[config.mk]
export PLATFORM = sky130hd
export DESIGN_NAME = bshift_arb
export DESIGN_NICKNAME = d
export VERILOG_FILES = /design/src/rtl/bshift_pkg.sv /design/src/rtl/bshift_rr_arb.sv /design/src/rtl/lbshift.sv /design/src/rtl/bshift_arb.sv
export SDC_FILE = /design/constraint.sdc
export NUM_CORES = 1
export LEC_CHECK = 0
export ABC_AREA = 1
export BUFFER_PORTS_ARGS = -buffer_cell sky130_fd_sc_hd__buf_2
export CAP_MARGIN = 40
export CORE_UTILIZATION = 40
export CTS_CLUSTER_DIAMETER = 40
export CTS_CLUSTER_SIZE = 8
export DETAILED_ROUTE_END_ITERATION = 10
export HOLD_SLACK_MARGIN = 0.08
export PLACE_DENSITY = 0.77
export SETUP_SLACK_MARGIN = 0.1
export SKIP_CTS_REPAIR_TIMING = 1
export SYNTH_ARGS = -nofsm -noshare
export SYNTH_HDL_FRONTEND = slang
export SYNTH_SLANG_ARGS = --single-unit
[constraint.sdc]
create_clock -name clk -period 3.9 [get_ports clk]
set_clock_uncertainty 0.1 [all_clocks]
set_input_delay 0.585 -clock clk [delete_from_list [all_inputs] [get_ports clk]]
set_output_delay 0.585 -clock clk [all_outputs]
set_load 0.03 [all_outputs]
[src/rtl/bshift_pkg.sv]
// Shared types and helpers for the bshift_arb shared-shifter arbiter.
// Optional build macro used by the arbiter: BSHIFT_ARB_RR_EN (round-robin vs fixed priority).
package bshift_pkg;

  typedef enum logic {
    BS_EMPTY = 1'b0,
    BS_FULL  = 1'b1
  } bshift_state_t;

  function automatic int sw_f(input int width);
    return $clog2(width);
  endfunction

endpackage

[src/rtl/bshift_rr_arb.sv]
// Single-grant arbiter for bshift_arb. With BSHIFT_ARB_RR_EN defined it is round-robin
// (ptr advances past each winner on en); otherwise fixed priority, lowest index wins.
module bshift_rr_arb
  import bshift_pkg::*;
#(
  parameter int  NREQ = 4,
  localparam int IW   = $clog2(NREQ)
) (
  input  logic            clk,
  input  logic            rst_n,
  input  logic [NREQ-1:0] req,
  input  logic            en,
  output logic [NREQ-1:0] gnt,
  output logic [IW-1:0]   gnt_idx
);

  logic [IW-1:0] base;
  logic          found;

`ifdef BSHIFT_ARB_RR_EN
  logic [IW-1:0] ptr;

  // Only a completed handshake moves the pointer, so a stalled grant stays put.
  always_ff @(posedge clk or negedge rst_n) begin
    if (!rst_n) begin
      ptr <= '0;
    end else if (en && found) begin
      ptr <= (gnt_idx == IW'(NREQ - 1)) ? '0 : gnt_idx + 1'b1;
    end
  end

  assign base = ptr;
`else
  logic unused_ok;
  assign unused_ok = &{1'b0, clk, rst_n, en};
  assign base      = '0;
`endif

  // Scan from base upward with wrap; fixed priority is the base == 0 case.
  always_comb begin
    found   = 1'b0;
    gnt_idx = '0;
    gnt     = '0;
    for (int k = 0; k < NREQ; k++) begin
      if (!found && req[(int'(base) + k) % NREQ]) begin
        found   = 1'b1;
        gnt_idx = IW'((int'(base) + k) % NREQ);
      end
    end
    if (found) gnt[gnt_idx] = 1'b1;
  end

endmodule

[src/rtl/lbshift.sv]
// Combinational left barrel shifter: result = data << amt, zero fill.
module lbshift #(
  parameter int  WIDTH = 16,
  localparam int SW    = $clog2(WIDTH)
) (
  input  logic [WIDTH-1:0] data,
  input  logic [SW-1:0]    amt,
  output logic [WIDTH-1:0] result
);

  logic [WIDTH-1:0] stage;

  // One conditional stage per amount bit, shifting by 1, 2, 4, ...
  always_comb begin
    stage = data;
    for (int s = 0; s < SW; s++) begin
      if (amt[s]) stage = stage << (1 << s);
    end
    result = stage;
  end

endmodule

[src/rtl/bshift_arb.sv]
// Shares one lbshift among NREQ valid/ready requesters and registers the winner's result.
// BSHIFT_ARB_RR_EN selects round-robin arbitration; undefined gives fixed priority.
module bshift_arb
  import bshift_pkg::*;
#(
  parameter int  WIDTH = 16,
  parameter int  NREQ  = 4,
  localparam int SW    = sw_f(WIDTH),
  localparam int IW    = $clog2(NREQ)
) (
  input  logic                  clk,
  input  logic                  rst_n,
  input  logic [NREQ-1:0]       req_valid,
  output logic [NREQ-1:0]       req_ready,
  input  logic [NREQ*WIDTH-1:0] req_data,
  input  logic [NREQ*SW-1:0]    req_amt,
  output logic                  rsp_valid,
  input  logic                  rsp_ready,
  output logic [WIDTH-1:0]      rsp_data,
  output logic [IW-1:0]         rsp_id,
  output logic                  fsm_state
);

  // Handshake: a transfer happens on a rising edge where valid and ready are both 1;
  // requesters hold valid/data/amt until ready, and rsp_* holds while rsp_valid && !rsp_ready.

  bshift_state_t    state_q, state_d;
  logic             accept_ok;
  logic             hs;
  logic [NREQ-1:0]  gnt;
  logic [IW-1:0]    gnt_idx;
  logic [WIDTH-1:0] sel_data;
  logic [SW-1:0]    sel_amt;
  logic [WIDTH-1:0] shifted;

  bshift_rr_arb #(.NREQ(NREQ)) u_arb (
    .clk     (clk),
    .rst_n   (rst_n),
    .req     (req_valid),
    .en      (hs),
    .gnt     (gnt),
    .gnt_idx (gnt_idx)
  );

  assign sel_data = req_data[int'(gnt_idx)*WIDTH +: WIDTH];
  assign sel_amt  = req_amt[int'(gnt_idx)*SW +: SW];

  lbshift #(.WIDTH(WIDTH)) u_shift (
    .data   (sel_data),
    .amt    (sel_amt),
    .result (shifted)
  );

  // rst_n gates acceptance so nothing handshakes while reset is held.
  assign accept_ok = rst_n && ((state_q == BS_EMPTY) || rsp_ready);
  assign req_ready = accept_ok ? gnt : '0;
  assign hs        = accept_ok && (|req_valid);

  always_ff @(posedge clk or negedge rst_n) begin
    if (!rst_n) state_q <= BS_EMPTY;
    else        state_q <= state_d;
  end

  always_comb begin
    state_d = state_q;
    case (state_q)
      BS_EMPTY: if (hs) state_d = BS_FULL;
      BS_FULL: begin
        if (hs)             state_d = BS_FULL;
        else if (rsp_ready) state_d = BS_EMPTY;
      end
      default: state_d = BS_EMPTY;
    endcase
  end

  always_ff @(posedge clk or negedge rst_n) begin
    if (!rst_n) begin
      rsp_data <= '0;
      rsp_id   <= '0;
    end else if (hs) begin
      rsp_data <= shifted;
      rsp_id   <= gnt_idx;
    end
  end

  assign rsp_valid = (state_q == BS_FULL);
  assign fsm_state = state_q;

endmodule

* Yosys cells after proc, flatten, opt, wreduce, memory -nomap -nowiden
Cells that the tools add are included.
Word-level totals: bits in registers 19, input bits 87, output and inout bits 24
Operators by class: order comparisons 2, shift-type cells 2, multiplexer cells 19, bitwise gates (word level) 1, reductions and logical operators 11
Operator list (count):
- 2-to-1 mux 16 bit | 4
- indexed part select 64 x 7 -> 16 bit | 1
- indexed part select 16 x 5 -> 4 bit | 1
- 2-to-1 mux 1 bit | 9
- 2-to-1 mux 4 bit | 2
- logical AND 1 bit | 6
- 2-to-1 mux 2 bit | 2
- OR reduction 4 bit | 1
- logical NOT 1 bit | 3
- < comparator 2 x 3 -> 1 bit, second input constant | 1
- demux 1 bit (select 2 bit) | 1
- greater-or-equal comparator 2 x 1 -> 1 bit, second input constant | 1
- case mux 1 bit (2 select lines) | 1
- logical OR 1 bit | 1
- inverter 1 bit | 1

* Logic depth before layout (Yosys ltp)
Gate-level depths: netlist (run 1).
depth after elaboration 16, depth in mapped cells 14

* By module
A second synthesis (run 1) with hierarchy kept.
Unflattened totals: cells, all modules 415, area, all modules 2314.7 um^2
By module, submodules not included:
- bshift_arb | instances 1, cells an instance 252, area an instance 1569.0 um^2, sequential area each 475.5 um^2
- lbshift | instances 1, cells an instance 151, area an instance 694.4 um^2, sequential area each 0.0 um^2
- bshift_rr_arb | instances 1, cells an instance 12, area an instance 51.3 um^2, sequential area each 0.0 um^2

* Worst setup path before layout (run 1)
Ideal clock, no wire load.
path kind input port to output port, from input port req_valid[1], to output port req_ready[3], data arrival time 1.516 ns, required time 3.215 ns, slack 1.699 ns, cell stages on the path 5, buffers on the path 2, path through nor2_4 -> nand2_4 -> buf_6 -> buf_2 -> nor2_1
Between the ends: longest elaborated chain between the ends 14, elaborated cells between the ends (all ways) 18, classes of those cells order compare (2); mux (10); reduce/logical (6)
Ends and longest elaborated chain:
- start, declared | line bshift_arb.sv:13 | input logic [NREQ-1:0] req_valid,
- logical AND 1 bit (*) | line bshift_rr_arb.sv:45 | if (!found && req[(int'(base) + k) % NREQ]) begin
- 2-to-1 mux 1 bit | line bshift_rr_arb.sv:45
- logical NOT 1 bit | line bshift_rr_arb.sv:45
- logical AND 1 bit | line bshift_rr_arb.sv:45
- 2-to-1 mux 1 bit | line bshift_rr_arb.sv:45
- logical NOT 1 bit | line bshift_rr_arb.sv:45
- logical AND 1 bit | line bshift_rr_arb.sv:45
- 2-to-1 mux 2 bit | line bshift_rr_arb.sv:45
- < comparator 2 x 3 -> 1 bit (not written as such) / greater-or-equal comparator 2 x 1 -> 1 bit (equally long branches) | line bshift_rr_arb.sv:50 | if (found) gnt[gnt_idx] = 1'b1;
- logical AND 1 bit (not written as such) | line bshift_rr_arb.sv:50
- 2-to-1 mux 1 bit (not written as such) | line bshift_rr_arb.sv:50
- demux 1 bit (select 2 bit) | line bshift_rr_arb.sv:50
- 2-to-1 mux 4 bit (*) | line bshift_rr_arb.sv:50
- 2-to-1 mux 4 bit (*) | line bshift_arb.sv:56 | assign req_ready = accept_ok ? gnt : '0;
- end, declared | line bshift_arb.sv:14 | output logic [NREQ-1:0] req_ready,
Every way passes the cells marked *; elsewhere a longest branch is shown, timed or not.

* Final worst setup path (run 1)
from input port req_valid[3], to register rsp_data[12]
Between the ends: longest elaborated chain between the ends 7, elaborated cells between the ends (all ways) 10, classes of those cells shift (2); mux (5); reduce/logical (3)
Ends and longest elaborated chain:
- logical AND 1 bit | line bshift_rr_arb.sv:45
- 2-to-1 mux 2 bit | line bshift_rr_arb.sv:45
- indexed part select 64 x 7 -> 16 bit / indexed part select 16 x 5 -> 4 bit (equally long branches) | line bshift_arb.sv:45, bshift_arb.sv:46
- 2-to-1 mux 16 bit (4 in a row) | line lbshift.sv:17 | if (amt[s]) stage = stage << (1 << s);
- end signal, assigned | line bshift_arb.sv:81 | rsp_data <= shifted;
- end, declared | line bshift_arb.sv:19 | output logic [WIDTH-1:0] rsp_data,
Several ways; a longest one is shown, not always the timed one. A chain may end at the register's enable or synchronous reset.

==> summary.md, run 1 <==
| Metric | Value |
|---|---|
| Status | `completed` |
| All-layer global routing usage | `0.224` |
| Cell family with most CP delay | `simple AND/OR/NAND/NOR gates` |
| Clock Sink Count | `19` |
| Setup ws final | `1170 ps` |
| Final nets | `between 500 and 600` |
| Crit-path cells | `buf_2 -> inv_1 -> nor2_4 -> nand2_4 -> nand2_4 -> inv_2 -> nand2_1 -> nand3_1 -> nand2_2 -> inv_2 -> nand3_1 -> nand3_1 -> nand3_1 -> nand3_1` |
| Largest net degree at the start of global routing | `45` |
| Net count after synthesis | `between 400 and 500` |
| Fill cells | `585` |
| Leakage | `~1.6 nW` |
| Post-Syn Area per Cell | `6.07 sq um` |
| Fmax | `366 MHz` |
| Number of antenna violations at the first check in global routing | `0` |
| I/O Buffers | `between 100 and 150` |
| Post-placement setup slack | `919 ps` |
| Area Growth Syn to Fin | `22.2%` |
| R2r setup slk | `1990 ps` |
| Final Cycle Share | `0.700` |
| Unique masters post-synth | `27` |
| DRT Pass-1 Iters | `4` |
| Multi-input gate area | `1490 sq um` |
| Max-slew violations | `0` |
| Largest area contributor in the netlist | `nand3_1` |
| Ranking of synthesized cells by area | `nand3_1, dfrtp_1, nand2_1` |
| Initial DRC count | `155` |
| RSZ-0062 raised after global routing | `false` |
| Total gr overflow | `0` |
| CP startpoint kind | `input pin` |
| First-pass GRT wire length | `11.1 mm` |
| Remaining antenna violation count | `0` |
| Number of global-route vias before repair | `2584` |
| # setup viols final | `0` |
| Core footprint | `approximately 5300 sq um` |
| DR vias | `2750` |
| Layout cell share with drive strength beyond 1 | `0.315` |
| Row Count | `26` |
| Synth Warn # | `0` |
| Num CTS Buffers | `3` |
| Max_cap viols | `0` |
| Clk slew on worst S/H paths | `70 ps` |
| Slowest CP cell | `nand2_4` |
| Critical path arrival | `2820 ps` |
| Clk buf depth | `2` |
| Pwr Total | `0.874 mW` |
| VDD IR max | `between 0.00015 and 0.0002 V` |
| FF+latch area | `approximately 480 sq um` |
| Critical Path Fanout Max | `44` |
| Diode count | `0` |
| Final hold violation count | `0` |
| Drt wl/cell | `12.1 um` |
| Slew HR | `0.639` |
| Worst EP required | `3990 ps` |
| Pwr per Cell Area | `approximately 320 nW/um^2` |
| GPL Wtd Cong | `0.846` |
| Cell mode on critical path | `nand3_1` |
| Share of the synthesized area in the top cell type | `0.322` |
| Die Area | `about 5900 sq um` |
| Flops & latches, synth | `19` |
| Die Ht | `77.1 um` |
| Initial core utilization | `0.428` |
| DP Wirelength | `5.03 mm` |
| Die width | `between 70 and 80 um` |
| Worst skew pair latency | `between 200 and 300 ps` |
| Final core occ | `0.523` |
| Final TNS setup | `0 ps` |
| Crit Path Class | `input pin to register` |
| Crit end category | `register` |
| CTS tree | `built` |
| Mapped Area | `about 2300 sq um` |
| Tmin final | `2730 ps` |
| Seq/Total Area, Yosys | `0.211` |
| Hold/Removal Path Class | `input pin to async pin` |
| Cells after synthesis | `371` |
| Post-route DRC | `0` |
| Via/cell ratio | `5.15` |
| Slowest stage delay, CP | `~350 ps` |
| Clk root buf | `clkbuf_8` |
| Slew @ Worst Pin | `540 ps` |
| Worst Path Buf+Inv | `4` |
| Ports | `111` |
| H-tree depth | `1` |
| Routed wire length | `about 6.5 mm` |
==> where the power goes <==
group	internal (mW)	switching (mW)	total (mW)
sequential	0.237	0.0212	0.258
clock	0.0726	0.0638	0.136
combinational	0.160	0.319	0.479
total	0.470	0.404	0.874
==> per-layer routing <==
layer	vias to the layer above	GRT usage	wire length (um)
li1	1427	-	-
met1	1239	0.289	2970
met2	82	0.408	3180
met3	2	0.0310	314
met4	0	0.0170	14
met5	-	0	0
==> final timing paths <==
| check | start | endpoint | depth (start not counted) |
|---|---|---|---|
| min reg2reg | rsp_data[3] | rsp_data[3] | 2 |
| min in group clk | rsp_data[3] | rsp_data[3] | 2 |
| min | rst_n | rsp_data[3] | 2 |
| max | req_valid[3] | rsp_data[12] | 14 |
| max in group asynchronous | rst_n | rsp_data[5] | 2 |
| max reg2reg | fsm_state | rsp_data[9] | 8 |
==> cells in the mapped netlist, drive strengths merged <==
cell    instances
o21ai           9
nand3         150
a31oi           1
clkbuf          3
nor3            1
dfrtp          19
nand3b          2
buf            23
a22o            1
a22oi           1
nor2            8
nand2         131
nand4           1
inv            20
a21oi           1
==> area by class of cell <==
| type | count | share of cell area |
|---|---|---|
| inverter | 20 | 0.0273 |
| timing repair buffer | 115 | 0.213 |
| multi-input combinational | 306 | 0.539 |
| clock buffer | 4 | 0.0164 |
| tap | 70 | 0.0318 |
| sequential | 19 | 0.173 |
==> kinds of logic (layout without fill, tap and decap cells) <==
kind of cell / after synthesis / in the layout / share of synthesized area
compound gates: 13 / 13 / 0.0405
simple gates: 293 / 293 / 0.619
buf+inv: 46 / 139 / 0.130
flops: 19 / 19 / 0.211
==> state kept, by name (all words and copies together), names as in the netlist <==
name       flops
fsm_state      1
rsp_data      16
rsp_id         2
==> stage by stage <==
stage,cells,hold WS [ps],area [sq um]
floorplan,371,189,2250
global route,534,241,2750
global placement,529,367,2700
detailed placement,530,367,2710
finish,534,222,2750
CTS,534,237,2750
==> placed cells by master (no fill, tap or decap) <==
master / netlist / routed
o21ai_0: 4 / 4
nand4_1: 1 / 1
nand2_4: 4 / 4
nand3_1: 145 / 145
nor3_1: 1 / 1
nor2_2: 1 / 1
a31oi_1: 1 / 1
nor2_1: 5 / 5
nand2_1: 118 / 118
buf_2: 7 / 111
a21oi_2: 1 / 1
dfrtp_1: 19 / 19
buf_4: 7 / 4
a22o_1: 1 / 1
inv_2: 4 / 4
o21ai_1: 3 / 3
a22oi_1: 1 / 1
nand2_2: 9 / 9
nor2_4: 2 / 2
inv_1: 16 / 16
nand3b_1: 2 / 2
o21ai_2: 1 / 1
o21ai_4: 1 / 1
nand3_2: 5 / 5
clkbuf_8: 0 / 3
clkbuf_1: 3 / 1
Note: power is estimated with default switching activity, not from simulation.
==> run 2: changes to the inputs <==
- PLACE_DENSITY: 0.77 -> 0.8
- clock period: 3.9 -> 2.2 ns (I/O delays scaled with it)
==> run 2 against run 1 <==
Against the previous run: critical path depth shrank 9; hold slack lost 72 ps; sequential share of layout area down 0.67 points; final cell count grew 1.3%; global-route usage is 0.91 points higher; combinational power rose by 84%; highest routed layer unchanged.
==> summary.md, run 2 (synthesized netlist as in run 1, its figures left out) <==
| Metric | Value |
|---|---|
| Largest net degree at the start of global routing | `38 (-16%)` |
| Max-slew violations | `0 (unchanged)` |
| Drt wl/cell | `12.4 um (+1.9%)` |
| Row Count | `26 (unchanged)` |
| Tmin final | `roughly 1900 ps` |
| Hold/Removal Path Class | `input pin to register` |
| Clock Sink Count | `19 (unchanged)` |
| Layout cell share with drive strength beyond 1 | `0.325 (+0.0102)` |
| GPL Wtd Cong | `0.888 (+4.9%)` |
| VDD IR max | `0.000327 V (+86%)` |
| Met3 global-route usage | `0.0440 (+0.0131)` |
| Die width | `77.1 um (unchanged)` |
| First-pass GRT wire length | `11.5 mm (+4.2%)` |
| Global Route met2 Usage | `0.416 (+0.00804)` |
| Num CTS Buffers | `3 (unchanged)` |
| Post-route DRC | `0 (unchanged)` |
| Most Used Layer, Global Route | `met2` |
| Final nets | `559 (+1.3%)` |
| # setup viols final | `0 (unchanged)` |
| Fmax | `531 MHz` |
| Initial core utilization | `0.428 (unchanged)` |
| Ports | `111 (unchanged)` |
| Final core occ | `0.544 (+0.0211)` |
| Most frequent cells in the layout | `nand3_1, nand2_1, buf_2, dfrtp_1, inv_1` |
| Worst EP required | `1770 ps (-2220 ps)` |
| RSZ-0062 raised after global routing | `false` |
| Largest Register | `rsp_data` |
| Clk slew on worst S/H paths | `80 ps (about the same)` |
| Clk buf depth | `2 (unchanged)` |
| Pwr per Cell Area | `555 nW/um^2 (+75%)` |
| DP Wirelength | `5.22 mm (+3.8%)` |
| Routed wire length | `6.69 mm (+3.2%)` |
| Diode count | `0 (unchanged)` |
| Final hold violation count | `0 (unchanged)` |
| Crit end category | `primary output` |
| CP startpoint kind | `register` |
| DRT Pass-1 Iters | `4 (unchanged)` |
| Crit Path Class | `register to primary output` |
| Most common cell after layout, fill and taps aside | `nand3_1` |
| Remaining antenna violation count | `0 (unchanged)` |
| Die Area | `5940 sq um (unchanged)` |
| Total gr overflow | `0 (unchanged)` |
| Slew @ Worst Pin | `433 ps (-106 ps)` |
| Critical Path Fanout Max | `4 (-91%)` |
| Number of antenna violations at the first check in global routing | `0 (unchanged)` |
| Worst Hold Margin | `150 ps (-71.9 ps)` |
| Final TNS setup | `0 ps (unchanged)` |
| Status | `completed` |
| Worst skew pair latency | `260 ps (about the same)` |
| Largest register FFs | `16 (unchanged)` |
| Area Growth Syn to Fin | `27.2%` |
| DR vias | `2815 (+2.4%)` |
| Die Ht | `77.1 um (unchanged)` |
| H-tree depth | `1 (unchanged)` |
| CTS tree | `built` |
| Leakage | `1.61 nW (+3.5%)` |
| All-layer global routing usage | `0.233 (+0.00914)` |
| Slew HR | `0.711 (+0.0719)` |
| Via/cell ratio | `5.20 (+1.0%)` |
| Clk root buf | `clkbuf_8` |
| I/O Buffers | `110 (unchanged)` |
| Final Cycle Share | `0.856` |
| Max_cap viols | `0 (unchanged)` |
| Critical path arrival | `1450 ps (-1370 ps)` |
| Met1 Usage GRT | `0.283 (-0.00640)` |
| Core footprint | `5270 sq um (unchanged)` |
| Number of global-route vias before repair | `2656 (+2.8%)` |
| Initial DRC count | `213 (+37%)` |
-- run 2: stage by stage --
step	area [sq um]	std cells	total power, mW	setup WS (ps)
final	2870	541	1.59	318
after global routing	2870	541	1.72	182
after CTS	2860	540	1.60	295
after detailed placement	2810	536	1.35	105
after global placement	2810	536	1.34	162
after floorplan	2250	371	1.10	352
-- run 2: critical path: stages (launching register included) --
cell and delay (ps):
dfrtp_1 370, inv_1 50, o21ai_0 330, buf_4 220, nor3_1 50, buf_2 170
-- run 2: power by group --
part	total [mW]	internal, mW	leakage, nW	switching, mW
clock network	0.251	0.128	0.0217	0.123
registers	0.459	0.420	0.245	0.0393
logic	0.881	0.307	1.34	0.575
-- run 2: per-layer routing --
layer	vias to the layer above	routed length, um
met2	104	3140
li1	1447	-
met1	1249	2940
met4	0	165
met3	15	441
met5	-	0
-- run 2: path summary, 6_finish.rpt --
check	from	endpoint	slack, ps	cells past startpoint
setup / recovery	fsm_state	req_ready[2]	320	5
hold / removal	rsp_ready	fsm_state	150	2
setup reg to reg	fsm_state	rsp_data[14]	470	7
hold reg to reg	rsp_data[2]	rsp_data[2]	380	2
max in group asynchronous	rst_n	rsp_data[13]	1240	3
min in group asynchronous	rst_n	fsm_state	540	3
-- run 2: area by class of cell --
class,instances,area (sq um)
clock buffers,3,41.3
inverters,20,75.1
fillers,559,2400
repair buffers,122,693
clock inverters,1,7.51
multi-input cells,306,1490
flip-flops and latches,19,475
well taps,70,87.6
==> run 3: changes to the inputs <==
- PLACE_DENSITY: 0.8 -> 0.74
==> run 3 against run 2 <==
Against the previous run: via count rose by 1.3%; power fell by 0.83%; non-clock buffer count rose by 1; first-iteration DRC count rose by 27%; hold slack improved by 9.7 ps; clock-buffer cell count rose by 1; flip-flop and latch count did not move; sequential power barely moved; core utilization fell by 0.40 points; register-to-register slack improved by 100 ps; worst setup slack improved by 41 ps; largest cell class unchanged.
==> summary.md, run 3 (synthesized netlist as in run 1, its figures left out) <==
| Metric | Value |
|---|---|
| Most common cell after layout, fill and taps aside | `nand3_1` |
| Final TNS setup | `0 ps (unchanged)` |
| Critical Path Fanout Max | `4 (unchanged)` |
| Final core occ | `0.540 (-0.00404)` |
| First-pass GRT wire length | `11.0 mm (-4.1%)` |
| Clock Sink Count | `19 (unchanged)` |
| Die Ht | `77.1 um (unchanged)` |
| DR vias | `2851 (+1.3%)` |
| Largest Register | `rsp_data` |
| DP Wirelength | `5.24 mm (+0.25%)` |
| Hold/Removal Path Class | `input pin to register` |
| FF-to-FF path depth | `7 (unchanged)` |
| Crit-path cells | `inv_1 -> o21ai_0 -> buf_4 -> nor2_1 -> buf_2` |
| Worst EP required | `1770 ps (about the same)` |
| Final Cell Area | `2840 sq um (-0.74%)` |
| Diode count | `0 (unchanged)` |
| Final Cycle Share | `0.837 (-0.0185)` |
| Hold Crit Depth | `2 (unchanged)` |
| Final hold violation count | `0 (unchanged)` |
| Ports | `111 (unchanged)` |
| Most frequent cells in the layout | `nand3_1, nand2_1, buf_2, dfrtp_1, inv_1` |
| Remaining antenna violation count | `0 (unchanged)` |
| Die width | `77.1 um (unchanged)` |
| Max_cap viols | `0 (unchanged)` |
| Row Count | `26 (unchanged)` |
| Area Growth Syn to Fin | `26.2%` |
| Initial core utilization | `0.428 (unchanged)` |
| Switching power | `0.727 mW (-1.4%)` |
| Combinational share of power | `0.558 (+0.004)` |
| Slew HR | `0.755 (+0.0440)` |
| DRT Pass-1 Iters | `4 (unchanged)` |
| Max-slew violations | `0 (unchanged)` |
| Status | `completed` |
| Worst skew pair latency | `250 ps (about the same)` |
| Via/cell ratio | `5.26 (+1.1%)` |
| Post-placement setup slack | `128 ps (+22.8 ps)` |
| Min-Delay Endpoint | `fsm_state` |
| Number of antenna violations at the first check in global routing | `0 (unchanged)` |
| Largest net degree at the start of global routing | `34 (-11%)` |
| CTS tree | `built` |
| Crit Path Class | `register to primary output` |
| Clock power share | `0.152 (-0.006)` |
| Largest register FFs | `16 (unchanged)` |
| Setup ws final | `358 ps (+40.6 ps)` |
| Fmax | `543 MHz (+2.2%)` |
| R2r setup slk | `570 ps (+100 ps)` |
| Reg-to-Reg Start | `fsm_state` |
| VDD IR max | `0.000377 V (+15%)` |
| DP Area | `2790 sq um (-0.62%)` |
| Fill cells | `561 (+0.36%)` |
| Switch share | `0.460 (-0.00283)` |
| CP startpoint kind | `register` |
| Clk buf depth | `2 (unchanged)` |
| I/O Buffers | `110 (unchanged)` |
| Worst R2R End | `rsp_data[8]` |
| GPL Wtd Cong | `0.906 (+2.0%)` |
| Num CTS Buffers | `3 (unchanged)` |
| Layout cell share with drive strength beyond 1 | `0.324 (-0.000688)` |
| Initial DRC count | `271 (+27%)` |
| Final nets | `560 (+0.18%)` |
| Slowest CP cell | `dfrtp_1` |
| Total gr overflow | `0 (unchanged)` |
| Tmin final | `1840 ps (-40.6 ps)` |
| Pwr Total | `1.58 mW (-0.83%)` |
| H-tree depth | `1 (unchanged)` |
| Post-route DRC | `0 (unchanged)` |
| Min-delay src | `rsp_ready` |
| Flop pwr share | `0.290 (about the same)` |
| Internal Power | `0.852 mW (-0.31%)` |
| Clk root buf | `clkbuf_8` |
| Crit end category | `primary output` |
| RSZ-0062 raised after global routing | `false` |
| Slowest stage delay, CP | `360 ps (about the same)` |
| Leakage | `1.60 nW (-0.33%)` |
| Clk slew on worst S/H paths | `70 ps (about the same)` |
| All-layer global routing usage | `0.223 (-0.00970)` |
| Routed wire length | `6.65 mm (-0.61%)` |
| Number of global-route vias before repair | `2586 (-2.6%)` |
| Drt wl/cell | `12.3 um (-0.80%)` |
| Critical path arrival | `1410 ps (-40 ps)` |
| # setup viols final | `0 (unchanged)` |
| Slew @ Worst Pin | `364 ps (-69.4 ps)` |
| Pwr per Cell Area | `555 nW/um^2 (about the same)` |
| Core footprint | `5270 sq um (unchanged)` |
| Die Area | `5940 sq um (unchanged)` |
[run 3: power groups by stage]
stage / logic, mW / clock network [mW] / registers [mW]
after global routing: 0.969 / 0.260 / 0.469
after CTS: 0.877 / 0.246 / 0.459
after floorplan: 0.490 / 0 / 0.607
final: 0.881 / 0.240 / 0.458
after detailed placement: 0.874 / 0 / 0.464
after global placement: 0.864 / 0 / 0.464
[run 3: metrics by stage]
stage | hold slack (ps) | cells
floorplan | -65.6 | 371
global placement | 250 | 537
detailed placement | 254 | 537
CTS | -22.8 | 541
global route | 159 | 542
finish | 159 | 542
[run 3: layout make-up]
class | instances | area (sq um) | area share
Timing Repair Buffer | 123 | 676 | 0.238
Tap cell | 70 | 87.6 | 0.0308
Inverter | 20 | 75.1 | 0.0264
Clock buffer | 4 | 45.0 | 0.0158
Multi-Input combinational cell | 306 | 1490 | 0.522
Sequential cell | 19 | 475 | 0.167
[run 3: per-layer routing]
metal	share of wire	up-vias	wire length, um	GRT usage
met2	0.48	112	3200	0.395
met4	0.0047	0	31	0.0396
met3	0.058	4	385	0.0333
met1	0.46	1286	3030	0.288
met5	0	-	0	0
li1	-	1449	-	-
[run 3: critical path, delay by kind of cell (launching register included)]
kind | cells | cell delay [ps]
buffers and inverters | 3 | 440
and+or+nand+nor | 1 | 40
DFF | 1 | 360
AOI/OAI and AO/OA | 1 | 310
[run 3: worst max-delay path by stage]
stage	cells past startpoint	slack (ps)	endpoint	from
finish	5	360	req_ready[1]	fsm_state
global route	5	210	req_ready[2]	fsm_state
CTS	5	310	req_ready[1]	fsm_state
detailed placement	11	130	rsp_data[15]	req_valid[1]
global placement	11	200	rsp_data[15]	req_valid[1]
floorplan	3	350	req_ready[2]	fsm_state
